## src/rtl/jellyvl_etherneco_pkg.sv

```systemverilog
// ============================================================================
// Module : jellyvl_etherneco_pkg
// Brief  : Shared EtherNeco frame definitions (rx and tx side).
// Rev    : 1.0  initial release
// ============================================================================
`default_nettype none

package jellyvl_etherneco_pkg;

  // One-hot receive/transmit state encoding
  typedef enum logic [7:0] {
    IDLE     = 8'b0000_0001,
    PREAMBLE = 8'b0000_0010,
    LENGTH   = 8'b0000_0100,
    TYPE     = 8'b0000_1000,
    NODE     = 8'b0001_0000,
    PAYLOAD  = 8'b0010_0000,
    FCS      = 8'b0100_0000,
    ERROR    = 8'b1000_0000
  } state_t;

  localparam int          c_data_width   = 8;
  localparam int          c_length_width = 16;
  localparam int          c_type_width   = 8;
  localparam int          c_node_width   = 8;
  localparam int          c_preamble_len = 8;
  localparam int          c_fcs_bytes    = 4;
  localparam logic [7:0]  c_preamble_byte = 8'h55;
  localparam logic [7:0]  c_sfd_byte      = 8'hD5;
  localparam logic [31:0] c_crc_poly      = 32'h04C11DB7;

  // The FCS protects everything from the first length byte to the last payload byte
  function automatic logic is_crc_state(input state_t s);
    return s inside {LENGTH, TYPE, NODE, PAYLOAD};
  endfunction

endpackage

`default_nettype wire

```

## src/rtl/jelly2_calc_crc.sv

```systemverilog
// ============================================================================
// Module : jelly2_calc_crc
// Brief  : Bytewise CRC engine; init all-ones, output inverted, MSB-first unless REVERSED.
// Rev    : 1.0  initial release
// ============================================================================
`default_nettype none

module jelly2_calc_crc #(
  parameter int                   DATA_WIDTH = 8,
  parameter int                   CRC_WIDTH  = 32,
  parameter logic [CRC_WIDTH-1:0] POLY_REPS  = CRC_WIDTH'(32'h04C11DB7),
  parameter bit                   REVERSED   = 1'b0
) (
  input  logic                  clk,
  input  logic                  rst,
  input  logic                  cke_i,
  input  logic                  update_i,
  input  logic [DATA_WIDTH-1:0] data_i,
  input  logic                  valid_i,
  output logic [CRC_WIDTH-1:0]  crc_o
);

  logic [CRC_WIDTH-1:0] crc_q;
  logic [CRC_WIDTH-1:0] crc_d;

  function automatic logic [CRC_WIDTH-1:0] crc_step(input logic [CRC_WIDTH-1:0] crc,
                                                     input logic [DATA_WIDTH-1:0] data);
    logic [CRC_WIDTH-1:0] c;
    logic                 fb;
    c = crc;
    for (int i = 0; i < DATA_WIDTH; i++) begin
      fb = c[CRC_WIDTH-1] ^ (REVERSED ? data[i] : data[DATA_WIDTH-1-i]);
      c  = {c[CRC_WIDTH-2:0], 1'b0} ^ (fb ? POLY_REPS : '0);
    end
    return c;
  endfunction

  // update_i=0 restarts the checksum with this byte as the first one
  always_comb begin
    crc_d = crc_q;
    if (cke_i && valid_i) begin
      crc_d = crc_step(update_i ? crc_q : '1, data_i);
    end
  end

  always_ff @(posedge clk) begin
    if (rst) begin
      crc_q <= '1;
    end else begin
      crc_q <= crc_d;
    end
  end

  generate
    if (REVERSED) begin : g_reversed
      always_comb begin
        for (int i = 0; i < CRC_WIDTH; i++) begin
          crc_o[i] = ~crc_q[CRC_WIDTH-1-i];
        end
      end
    end else begin : g_normal
      assign crc_o = ~crc_q;
    end
  endgenerate

endmodule

`default_nettype wire

```

## src/rtl/jellyvl_etherneco_packet_rx.sv

```systemverilog
// ============================================================================
// Module : jellyvl_etherneco_packet_rx
// Brief  : EtherNeco frame receiver: header decode, payload stream, FCS check.
//          Define JELLYVL_ETHERNECO_RX_PREAMBLE_CHECK_EN to verify preamble/SFD content.
// Rev    : 1.0  initial release
// ============================================================================
`default_nettype none

module jellyvl_etherneco_packet_rx
  import jellyvl_etherneco_pkg::*;
#(
  parameter bit NODE_CHECK = 1'b0
) (
  input  logic                      clk,
  input  logic                      rst,
  input  logic [c_node_width-1:0]   my_node,
  input  logic                      s_rx_first,
  input  logic                      s_rx_last,
  input  logic [c_data_width-1:0]   s_rx_data,
  input  logic                      s_rx_valid,
  output logic                      rx_start,
  output logic                      rx_end,
  output logic                      rx_error,
  output logic                      rx_drop,
  output logic [c_length_width-1:0] rx_length,
  output logic [c_type_width-1:0]   rx_type,
  output logic [c_node_width-1:0]   rx_node,
  output logic                      m_payload_first,
  output logic                      m_payload_last,
  output logic [c_data_width-1:0]   m_payload_data,
  output logic                      m_payload_valid
);

  localparam logic [15:0] c_pre_last = 16'(c_preamble_len - 1);
  localparam logic [15:0] c_fcs_last = 16'(c_fcs_bytes - 1);

  state_t                    state_q, state_d;
  logic [15:0]               cnt_q, cnt_d;
  logic [c_length_width-1:0] len_q, len_d;
  logic [c_type_width-1:0]   type_q, type_d;
  logic [23:0]               fcs_q, fcs_d;
  logic                      drop_q, drop_d;
  logic [c_length_width-1:0] rx_length_q, rx_length_d;
  logic [c_type_width-1:0]   rx_type_q, rx_type_d;
  logic [c_node_width-1:0]   rx_node_q, rx_node_d;
  logic                      rx_start_q, rx_start_d;
  logic                      rx_end_q, rx_end_d;
  logic                      rx_error_q, rx_error_d;
  logic                      rx_drop_q, rx_drop_d;
  logic                      pay_first_q, pay_first_d;
  logic                      pay_last_q, pay_last_d;
  logic [c_data_width-1:0]   pay_data_q, pay_data_d;
  logic                      pay_valid_q, pay_valid_d;

  logic        crc_valid;
  logic        crc_update;
  logic [31:0] crc_value;
  logic        crc_mismatch;
  logic        preamble_bad;

`ifdef JELLYVL_ETHERNECO_RX_PREAMBLE_CHECK_EN
  logic [7:0] pre_expect;
  always_comb begin
    pre_expect   = (!s_rx_first && state_q == PREAMBLE && cnt_q == c_pre_last) ? c_sfd_byte : c_preamble_byte;
    preamble_bad = (s_rx_data != pre_expect);
  end
`else
  assign preamble_bad = 1'b0;
`endif

  assign crc_valid    = s_rx_valid && !s_rx_first && is_crc_state(state_q);
  assign crc_update   = !(state_q == LENGTH && cnt_q == 16'd0);
  assign crc_mismatch = ({s_rx_data, fcs_q} != crc_value);

  jelly2_calc_crc #(
    .DATA_WIDTH (c_data_width),
    .CRC_WIDTH  (32),
    .POLY_REPS  (c_crc_poly),
    .REVERSED   (1'b0)
  ) u_crc (
    .clk      (clk),
    .rst      (~rst),
    .cke_i    (1'b1),
    .update_i (crc_update),
    .data_i   (s_rx_data),
    .valid_i  (crc_valid),
    .crc_o    (crc_value)
  );

  always_comb begin
    state_d     = state_q;
    cnt_d       = cnt_q;
    len_d       = len_q;
    type_d      = type_q;
    fcs_d       = fcs_q;
    drop_d      = drop_q;
    rx_length_d = rx_length_q;
    rx_type_d   = rx_type_q;
    rx_node_d   = rx_node_q;
    rx_start_d  = 1'b0;
    rx_end_d    = 1'b0;
    rx_error_d  = 1'b0;
    rx_drop_d   = 1'b0;
    pay_valid_d = 1'b0;
    pay_first_d = 1'b0;
    pay_last_d  = 1'b0;
    pay_data_d  = pay_data_q;

    if (s_rx_valid) begin
      if (s_rx_first) begin
        // A new frame start pre-empts whatever was in progress
        if (state_q != IDLE && state_q != ERROR) begin
          rx_end_d   = 1'b1;
          rx_error_d = 1'b1;
          rx_drop_d  = drop_q;
        end
        drop_d = 1'b0;
        if (preamble_bad) begin
          state_d    = ERROR;
          rx_end_d   = 1'b1;
          rx_error_d = 1'b1;
        end else begin
          state_d = PREAMBLE;
          cnt_d   = 16'd1;
        end
      end else if (state_q == IDLE) begin
        state_d = IDLE;
      end else if (state_q == ERROR) begin
        if (s_rx_last) state_d = IDLE;
      end else if (s_rx_last && !(state_q == FCS && cnt_q == c_fcs_last)) begin
        state_d    = IDLE;
        rx_end_d   = 1'b1;
        rx_error_d = 1'b1;
        rx_drop_d  = drop_q;
      end else begin
        unique case (state_q)
          PREAMBLE: begin
            if (preamble_bad) begin
              state_d    = ERROR;
              rx_end_d   = 1'b1;
              rx_error_d = 1'b1;
            end else if (cnt_q == c_pre_last) begin
              state_d = LENGTH;
              cnt_d   = 16'd0;
            end else begin
              cnt_d = cnt_q + 16'd1;
            end
          end
          LENGTH: begin
            if (cnt_q == 16'd0) begin
              len_d[7:0] = s_rx_data;
              cnt_d      = 16'd1;
            end else begin
              len_d[15:8] = s_rx_data;
              cnt_d       = 16'd0;
              state_d     = TYPE;
            end
          end
          TYPE: begin
            type_d  = s_rx_data;
            state_d = NODE;
          end
          NODE: begin
            if (NODE_CHECK && (s_rx_data != my_node)) begin
              drop_d = 1'b1;
            end else begin
              rx_start_d  = 1'b1;
              rx_length_d = len_q;
              rx_type_d   = type_q;
              rx_node_d   = s_rx_data;
            end
            state_d = PAYLOAD;
            cnt_d   = 16'd0;
          end
          PAYLOAD: begin
            if (!drop_q) begin
              pay_valid_d = 1'b1;
              pay_first_d = (cnt_q == 16'd0);
              pay_last_d  = (cnt_q == len_q);
              pay_data_d  = s_rx_data;
            end
            if (cnt_q == len_q) begin
              state_d = FCS;
              cnt_d   = 16'd0;
            end else begin
              cnt_d = cnt_q + 16'd1;
            end
          end
          FCS: begin
            if (cnt_q == c_fcs_last) begin
              rx_end_d  = 1'b1;
              rx_drop_d = drop_q;
              cnt_d     = 16'd0;
              if (s_rx_last) begin
                state_d    = IDLE;
                rx_error_d = !drop_q && crc_mismatch;
              end else begin
                state_d    = ERROR;
                rx_error_d = 1'b1;
              end
            end else begin
              unique case (cnt_q[1:0])
                2'd0:    fcs_d[7:0]   = s_rx_data;
                2'd1:    fcs_d[15:8]  = s_rx_data;
                default: fcs_d[23:16] = s_rx_data;
              endcase
              cnt_d = cnt_q + 16'd1;
            end
          end
          default: state_d = IDLE;
        endcase
      end
    end
  end

  always_ff @(posedge clk) begin
    if (!rst) begin
      state_q <= IDLE;
    end else begin
      state_q <= state_d;
    end
  end

  always_ff @(posedge clk) begin
    if (!rst) begin
      cnt_q       <= '0;
      len_q       <= '0;
      type_q      <= '0;
      fcs_q       <= '0;
      drop_q      <= 1'b0;
      rx_length_q <= '0;
      rx_type_q   <= '0;
      rx_node_q   <= '0;
      rx_start_q  <= 1'b0;
      rx_end_q    <= 1'b0;
      rx_error_q  <= 1'b0;
      rx_drop_q   <= 1'b0;
      pay_first_q <= 1'b0;
      pay_last_q  <= 1'b0;
      pay_data_q  <= '0;
      pay_valid_q <= 1'b0;
    end else begin
      cnt_q       <= cnt_d;
      len_q       <= len_d;
      type_q      <= type_d;
      fcs_q       <= fcs_d;
      drop_q      <= drop_d;
      rx_length_q <= rx_length_d;
      rx_type_q   <= rx_type_d;
      rx_node_q   <= rx_node_d;
      rx_start_q  <= rx_start_d;
      rx_end_q    <= rx_end_d;
      rx_error_q  <= rx_error_d;
      rx_drop_q   <= rx_drop_d;
      pay_first_q <= pay_first_d;
      pay_last_q  <= pay_last_d;
      pay_data_q  <= pay_data_d;
      pay_valid_q <= pay_valid_d;
    end
  end

  assign rx_start        = rx_start_q;
  assign rx_end          = rx_end_q;
  assign rx_error        = rx_error_q;
  assign rx_drop         = rx_drop_q;
  assign rx_length       = rx_length_q;
  assign rx_type         = rx_type_q;
  assign rx_node         = rx_node_q;
  assign m_payload_first = pay_first_q;
  assign m_payload_last  = pay_last_q;
  assign m_payload_data  = pay_data_q;
  assign m_payload_valid = pay_valid_q;

endmodule

`default_nettype wire

```

## config.mk

```make
export PLATFORM = sky130hd
export DESIGN_NAME = jellyvl_etherneco_packet_rx
export DESIGN_NICKNAME = d
export VERILOG_FILES = /design/src/rtl/jellyvl_etherneco_pkg.sv /design/src/rtl/jelly2_calc_crc.sv /design/src/rtl/jellyvl_etherneco_packet_rx.sv
export SDC_FILE = /design/constraint.sdc
export NUM_CORES = 1
export LEC_CHECK = 0
export ABC_AREA = 1
export BUFFER_PORTS_ARGS = -buffer_cell sky130_fd_sc_hd__buf_2
export CORE_ASPECT_RATIO = 0.75
export CORE_MARGIN = 3
export CORE_UTILIZATION = 50
export DETAILED_ROUTE_END_ITERATION = 10
export PLACE_DENSITY = 0.71
export SLEW_MARGIN = 15
export SYNTH_ARGS = -nofsm -noshare
export SYNTH_HDL_FRONTEND = slang
export SYNTH_SLANG_ARGS = --single-unit
```

## constraint.sdc

```tcl
create_clock -name clk -period 2 [get_ports clk]
set_input_delay 0.3 -clock clk [delete_from_list [all_inputs] [get_ports clk]]
set_output_delay 0.3 -clock clk [all_outputs]
set_load 0.02 [all_outputs]
```

Word-level counts from Yosys, hierarchy flattened

Index checks and enable logic that the tools add are counted.

Word-level logic and storage cells: 140
Input port bits: 21
Flip-flop bits (word level): 150
Output and inout port bits: 47

Equal/unequal tests: 23
Bitwise gates (word level): 27
Reduce and logical (&&, ||, !) cells: 26
Add/sub/neg operators: 1
Muxes and demuxes: 44

Operator list:

| operator              | count |
|---|---|
| $xor 32x32->32        | 8 |
| $mux 27               | 8 |
| $mux 16               | 7 |
| $mux 8                | 10 |
| $pmux 16 s5           | 1 |
| $pmux 8 s6            | 1 |
| $mux 32               | 1 |
| $ne 32x32->1          | 1 |
| $not 32->32           | 1 |
| $reduce_and 6->1      | 4 |
| $reduce_and 8->1      | 3 |
| $add 16x1->16 const B | 1 |
| $eq 16x16->1          | 1 |
| $eq 16x2->1 const B   | 1 |
| $eq 16x3->1 const B   | 1 |
| $logic_not 16->1      | 1 |
| $mux 1                | 16 |
| $reduce_and 7->1      | 2 |
| $not 1->1             | 10 |
| $eq 8x1->1 const B    | 1 |
| $eq 8x2->1 const B    | 1 |
| $eq 8x3->1 const B    | 1 |
| $eq 8x4->1 const B    | 1 |
| $eq 8x5->1 const B    | 1 |
| 23 further kinds      | 38 |

Longest topological paths before layout

Word-level depth: 27
Mapped depth: 18
Depth with buffers taken out: 18

By module

From an unflattened synthesis, not the netlist that was laid out.

Cells, all modules: 1,241
Area total of the unflattened synthesis: 8,359.3 sq um

Modules (own cells, without submodules):

| module                      | instances | cells an instance | area an instance (sq um) | seq. area each (sq um) |
|---|---|---|---|---|
| jellyvl_etherneco_packet_rx | 1         | 848               | 5,834.3                  | 2,362.3 |
| jelly2_calc_crc             | 1         | 393               | 2,524.9                  | 640.6 |

Least setup slack after synthesis

OpenSTA, ideal clock, no wires.

Kind: flip-flop to flip-flop
Start: reg cnt_q[0]
End: reg u_crc.crc_q[2]
Library setup time: 0.135 ns
Clock period less this slack: 2.143 ns
Buffers on the path: 1
Arrival time: 2.008 ns
Stages on the path, launching flop included: 16
Required time: 1.865 ns
Setup slack: -0.143 ns
Cell sequence: dfxtp_1 inv_1 ha_1 nand2_1 nor2_4 nand3_4 buf_6 nand3_1 nand3_1 nand3_1 nand2_2 clkinv_1 nand2_1 nand2_1 nand2_1 o211ai_1

Word-level cells in the longest chain between the ends: 15
Elaborated cells on any way between the ends: 21
Classes of those cells: mux (6); bitwise (13); reduce/logical (2)

Ends and longest elaborated chain:

| element                                       | line                                         | text |
|---|---|---|
| start: declaration                            | jellyvl_etherneco_packet_rx.sv:38            | `logic [15:0] cnt_q, cnt_d;` |
| start signal: assignment                      | jellyvl_etherneco_packet_rx.sv:243           | `cnt_q <= cnt_d;` |
| $logic_not 16->1 (*)                          | jellyvl_etherneco_packet_rx.sv:72            | `assign crc_update = !(state_q == LENGTH && cnt_q == 16'd0);` |
| $logic_and 1x1->1 (*)                         | jellyvl_etherneco_packet_rx.sv:72            |  |
| $mux 32 (*)                                   | jelly2_calc_crc.sv:42                        | `crc_d = crc_step(update_i ? crc_q : '1, data_i);` |
| $xor 1x1->1 or $xor 32x32->32 (tied branches) | jelly2_calc_crc.sv:32, jelly2_calc_crc.sv:33 |  |
| $mux 27 or $xor 1x1->1 (tied branches)        | jelly2_calc_crc.sv:33, jelly2_calc_crc.sv:32 |  |
| $xor 32x32->32 (*) (6 in a row)               | jelly2_calc_crc.sv:33                        | `c = {c[CRC_WIDTH-2:0], 1'b0} ^ (fb ? POLY_REPS : '0);` |
| $xor 1x1->1 or $xor 32x32->32 (tied branches) | jelly2_calc_crc.sv:32, jelly2_calc_crc.sv:33 |  |
| $mux 27 or $xor 1x1->1 (tied branches)        | jelly2_calc_crc.sv:33, jelly2_calc_crc.sv:32 |  |
| $xor 32x32->32 (*) (2 in a row)               | jelly2_calc_crc.sv:33                        |  |
| end signal: assignment                        | jelly2_calc_crc.sv:50                        | `crc_q <= crc_d;` |
| end: declaration                              | jelly2_calc_crc.sv:23                        | `logic [CRC_WIDTH-1:0] crc_q;` |

Mark *: on every way between the ends. The rest lies on a longest branch, timed or not.
A chain may end at the register's enable or synchronous reset.

Final worst setup path

Start: reg state_q[2]
End: reg u_crc.crc_q[10]

Word-level cells in the longest chain between the ends: 15
Elaborated cells on any way between the ends: 26
Classes of those cells: eq/ne (4); mux (6); bitwise (13); reduce/logical (3)

Ends and longest elaborated chain:

| element                     | line                                                           | text |
|---|---|---|
| start: declaration          | jellyvl_etherneco_packet_rx.sv:37                              | `state_t state_q, state_d;` |
| start signal: assignment    | jellyvl_etherneco_packet_rx.sv:220                             | `state_q <= state_d;` |
| $eq 8x3->1                  | jellyvl_etherneco_pkg.sv:34, jellyvl_etherneco_packet_rx.sv:72 |  |
| $logic_and 1x1->1           | jellyvl_etherneco_packet_rx.sv:72                              |  |
| $mux 32                     | jelly2_calc_crc.sv:42                                          |  |
| $xor 32x32->32              | jelly2_calc_crc.sv:33                                          |  |
| $xor 1x1->1                 | jelly2_calc_crc.sv:32                                          | `fb = c[CRC_WIDTH-1] ^ (REVERSED ? data[i] : data[DATA_WIDTH-1-i]);` |
| $mux 27                     | jelly2_calc_crc.sv:33                                          |  |
| $xor 32x32->32 (6 in a row) | jelly2_calc_crc.sv:33                                          |  |
| $xor 1x1->1                 | jelly2_calc_crc.sv:32                                          |  |
| $mux 27                     | jelly2_calc_crc.sv:33                                          |  |
| $xor 32x32->32              | jelly2_calc_crc.sv:33                                          |  |

Parallel ways exist; a longest one is shown, timed or not.

==> results.cfg <==
[cells_and_area]
diodes = 0
drive_above_1_share_pct = 46.6
layoutNonFillerInstCount = 1583
multi_input_area_um2 = 5400
seq_area_um2 = 3020
fillCellCount = 745
area_delta_synth_final_pct = 59.2
final_cell_area_um2 = 12300
layout.nets = 1394

[synthesis]
async_reset_ff_share_pct = 0
synth_top_cell_by_area = dfxtp_1
synth-warning-count = 0
yosys.cell_count.top_type = nand2_1
cell_types_occupying_the_most_area_after_synthesis = dfxtp_1 (39%), nand2_1 (11%), a21oi_1 (7.0%)
synth_edf_count = 0
ys.flop_type = dfxtp_1
synth.yosys.seq_area_share_pct = 38.9
mean_instance_size_in_the_synthesized_netlist_um2 = 6.96
synthesis.area_um2 = 7710
synth_common_cells = nand2_1 (232), dfxtp_1 (150), nor2_1 (128)
mappedNetlistNets = 1131
share_of_yosys_cell_area_claimed_by_the_top_area_cell_type_pct = 38.9
ys_seq_elements = 150
post_synth_inst_count = 1107
yosysUniqueCellTypes = 43

[drt]
drt-wirelength-per-cell_um = 22.3
first_pass_iters = 9
detailroute.via_count = 10000
drc = 0
vias_per_cell = 6.34
drt-initial-drc-count = 1574
route.antenna.remaining_nets = 0
wl_mm = 35.4

[pwr]
vdd_ir_drop_max_mv = 0.647
leakage_nw = 5.45
powerDensity_nw_per_um2 = 647

[clocking]
clock_sinks = 150
cts-buffers-inserted = 17
htree_levels = 4
root_buffer = clkbuf_16
cts_tree = done
cts-root-to-sink-buffers = 2
insertion_delay_ns = 0.44
path_clk_slew_ns = 0.07

[grt]
grt_first_pass_wirelength_mm = 43.0
globalRouteOverflowTotal = 0
grt_antenna_before_repair = 0
gr-usage-met2_pct = 49.4
gr-usage-met1_pct = 44.8
grt_start_max_net_pins = 34
globalRoute.busiestLayer = met2
met3_demand_to_capacity_share_in_global_routing_pct = 6.99
track_usage_pct = 31.9
grt_pass1_vias = 8190

[worst_hold_path]
min-delay-path-class = in -> reg

[timing]
report.final.slew_viol_count = 0
final-setup-viol-count = 148
clock_tree_skew_after_final_layout_ns = 0.0161
slew-limit-headroom_pct = 64.7
min_period_over_period_pct = 118
max_slew.worst_pin.slew_ns = 0.527
max_freq_mhz = 422
report.final.hold_viol_count = 0
rsz_0062_raised_after_global_routing = yes
hold_ws_ns = 0.267
final_critical_path_setup_slack_ns = -0.369
min_clock_period_post_route_ns = 2.37

[floorplan]
num_rows = 38
fp.dieH_um = 114
starting_density_of_the_core_pct = 52.1
die_area_um2 = 17000
die_width_um = 149
core_area_um2 = 14800
io-pin-count = 68

[place]
dp.final_hpwl_mm = 18.0
dp_cells = 1477
postPlaceCellArea_um2 = 9300
place.gp.congestion = 0.983
count_of_buffers_from_port_buffering = 58

[outcome]
failed_checks = negative setup slack
outcome = finished with violations

[setup_path]
worstPathArrival_ns = 2.69
critical_path.endpoint_type = flip-flop
crit_type = reg -> reg
critPathMaxFanout = 8
worstPathRequired_ns = 2.32
startpoint_class_of_the_critical_path = flip-flop

[flow_run]
maxCapViolations = 0
==> report_power, final <==
group,switching [mW],internal (mW)
sequential,0.0335,3.02
combinational,0.960,0.644
clock,1.60,1.69
total,2.60,5.35
==> sequential cells by signal, summed over array words and instances, names as in the netlist, 8 cells and up <==
register        cells
u_crc.crc_q        32
fcs_q              24
cnt_q              16
len_q              16
rx_length          16
m_payload_data      8
rx_node             8
rx_type             8
state_q             8
type_q              8
==> metal layers <==
layer  part of all wire (%)  vias to the layer above  wire length [µm]
met5                      0                        -                 0
met4                    7.7                        0              2710
met3                     13                      314              4500
met2                     44                      895             15500
met1                     36                     4666             12600
li1                       -                     4165                 -
==> metrics by stage <==
stage                     power, mW  utilization (%)  setup slack, ns  TNS, ns
after floorplan                3.66                -          0.00215        0
after global placement         4.08             62.9           -0.327   -20.29
after detailed placement       4.10             62.9           -0.354   -26.27
after CTS                      7.47             71.7           -0.185   -12.01
after global routing           8.13             83.0           -0.470   -47.02
final                          7.95             83.0           -0.369   -31.98
==> final timing paths <==
path / slack [ns] / to / cells past startpoint / startpoint
worst min-delay path: 0.27 / fcs_q[23]$_SDFFE_PN0P_ / 3 / s_rx_data[7]
worst max-delay path: -0.37 / u_crc.crc_q[10]$_SDFFE_PN1P_ / 16 / state_q[2]$_SDFFE_PN0P_
worst max register to register: -0.37 / u_crc.crc_q[10]$_SDFFE_PN1P_ / 16 / state_q[2]$_SDFFE_PN0P_
worst min register to register: 0.48 / m_payload_data[5]$_SDFFE_PN0P_ / 2 / m_payload_data[5]$_SDFFE_PN0P_
==> worst max-delay path, cell delays in order (launching register included) <==
cell     delay [ns]
dfxtp_2        0.36
inv_2          0.05
nor2_2         0.11
nand2_2        0.09
nor2_8         0.20
nand3_4        0.24
nand2_2        0.17
nand2_1        0.10
nand3_1        0.11
nand3_2        0.13
nand2_4        0.17
buf_6          0.14
nand2_1        0.11
nand2_1        0.11
nand2_2        0.07
nand3_2        0.05
nand2_1        0.06
==> cell usage in the layout, fill, tap and decap left out, drive strengths merged, types with 22 or more instances in the layout <==
| cell | synthesis | routed |
|---|---|---|
| a211oi | 26 | 26 |
| a21oi | 108 | 108 |
| buf | 23 | 281 |
| dfxtp | 150 | 150 |
| inv | 126 | 135 |
| nand2 | 244 | 245 |
| nand3 | 57 | 58 |
| nor2 | 136 | 136 |
| o21ai | 108 | 108 |
| xnor2 | 22 | 22 |
| xor2 | 24 | 24 |
==> area by class of cell <==
class,count,area share (%)
multi-input cells,789,44.0
flip-flops and latches,150,24.6
repair buffers,285,20.3
inverters,127,4.17
clock buffers,17,3.47
well taps,200,2.04
clock inverters,15,1.44
==> cell families after synthesis <==
logic type | synth area share, %
compound gates | 18.8
xor+xnor | 5.32
fa+ha+maj | 0.487
buf+inv | 9.17
flops | 38.9
other cells | 0.0486
simple gates | 27.2
==> timing repair <==
item / in CTS / in global routing
endpoints found under the setup margin: 138 / 148
pin swaps: 41 / 116
buffers inserted: 23 / 46
gates resized for setup: 138 / 370
endpoints found under the hold margin: 0 / 0
cloned: 4 / 7
hold buffers: 0 / 0
Power figures use the tool's default switching activity.
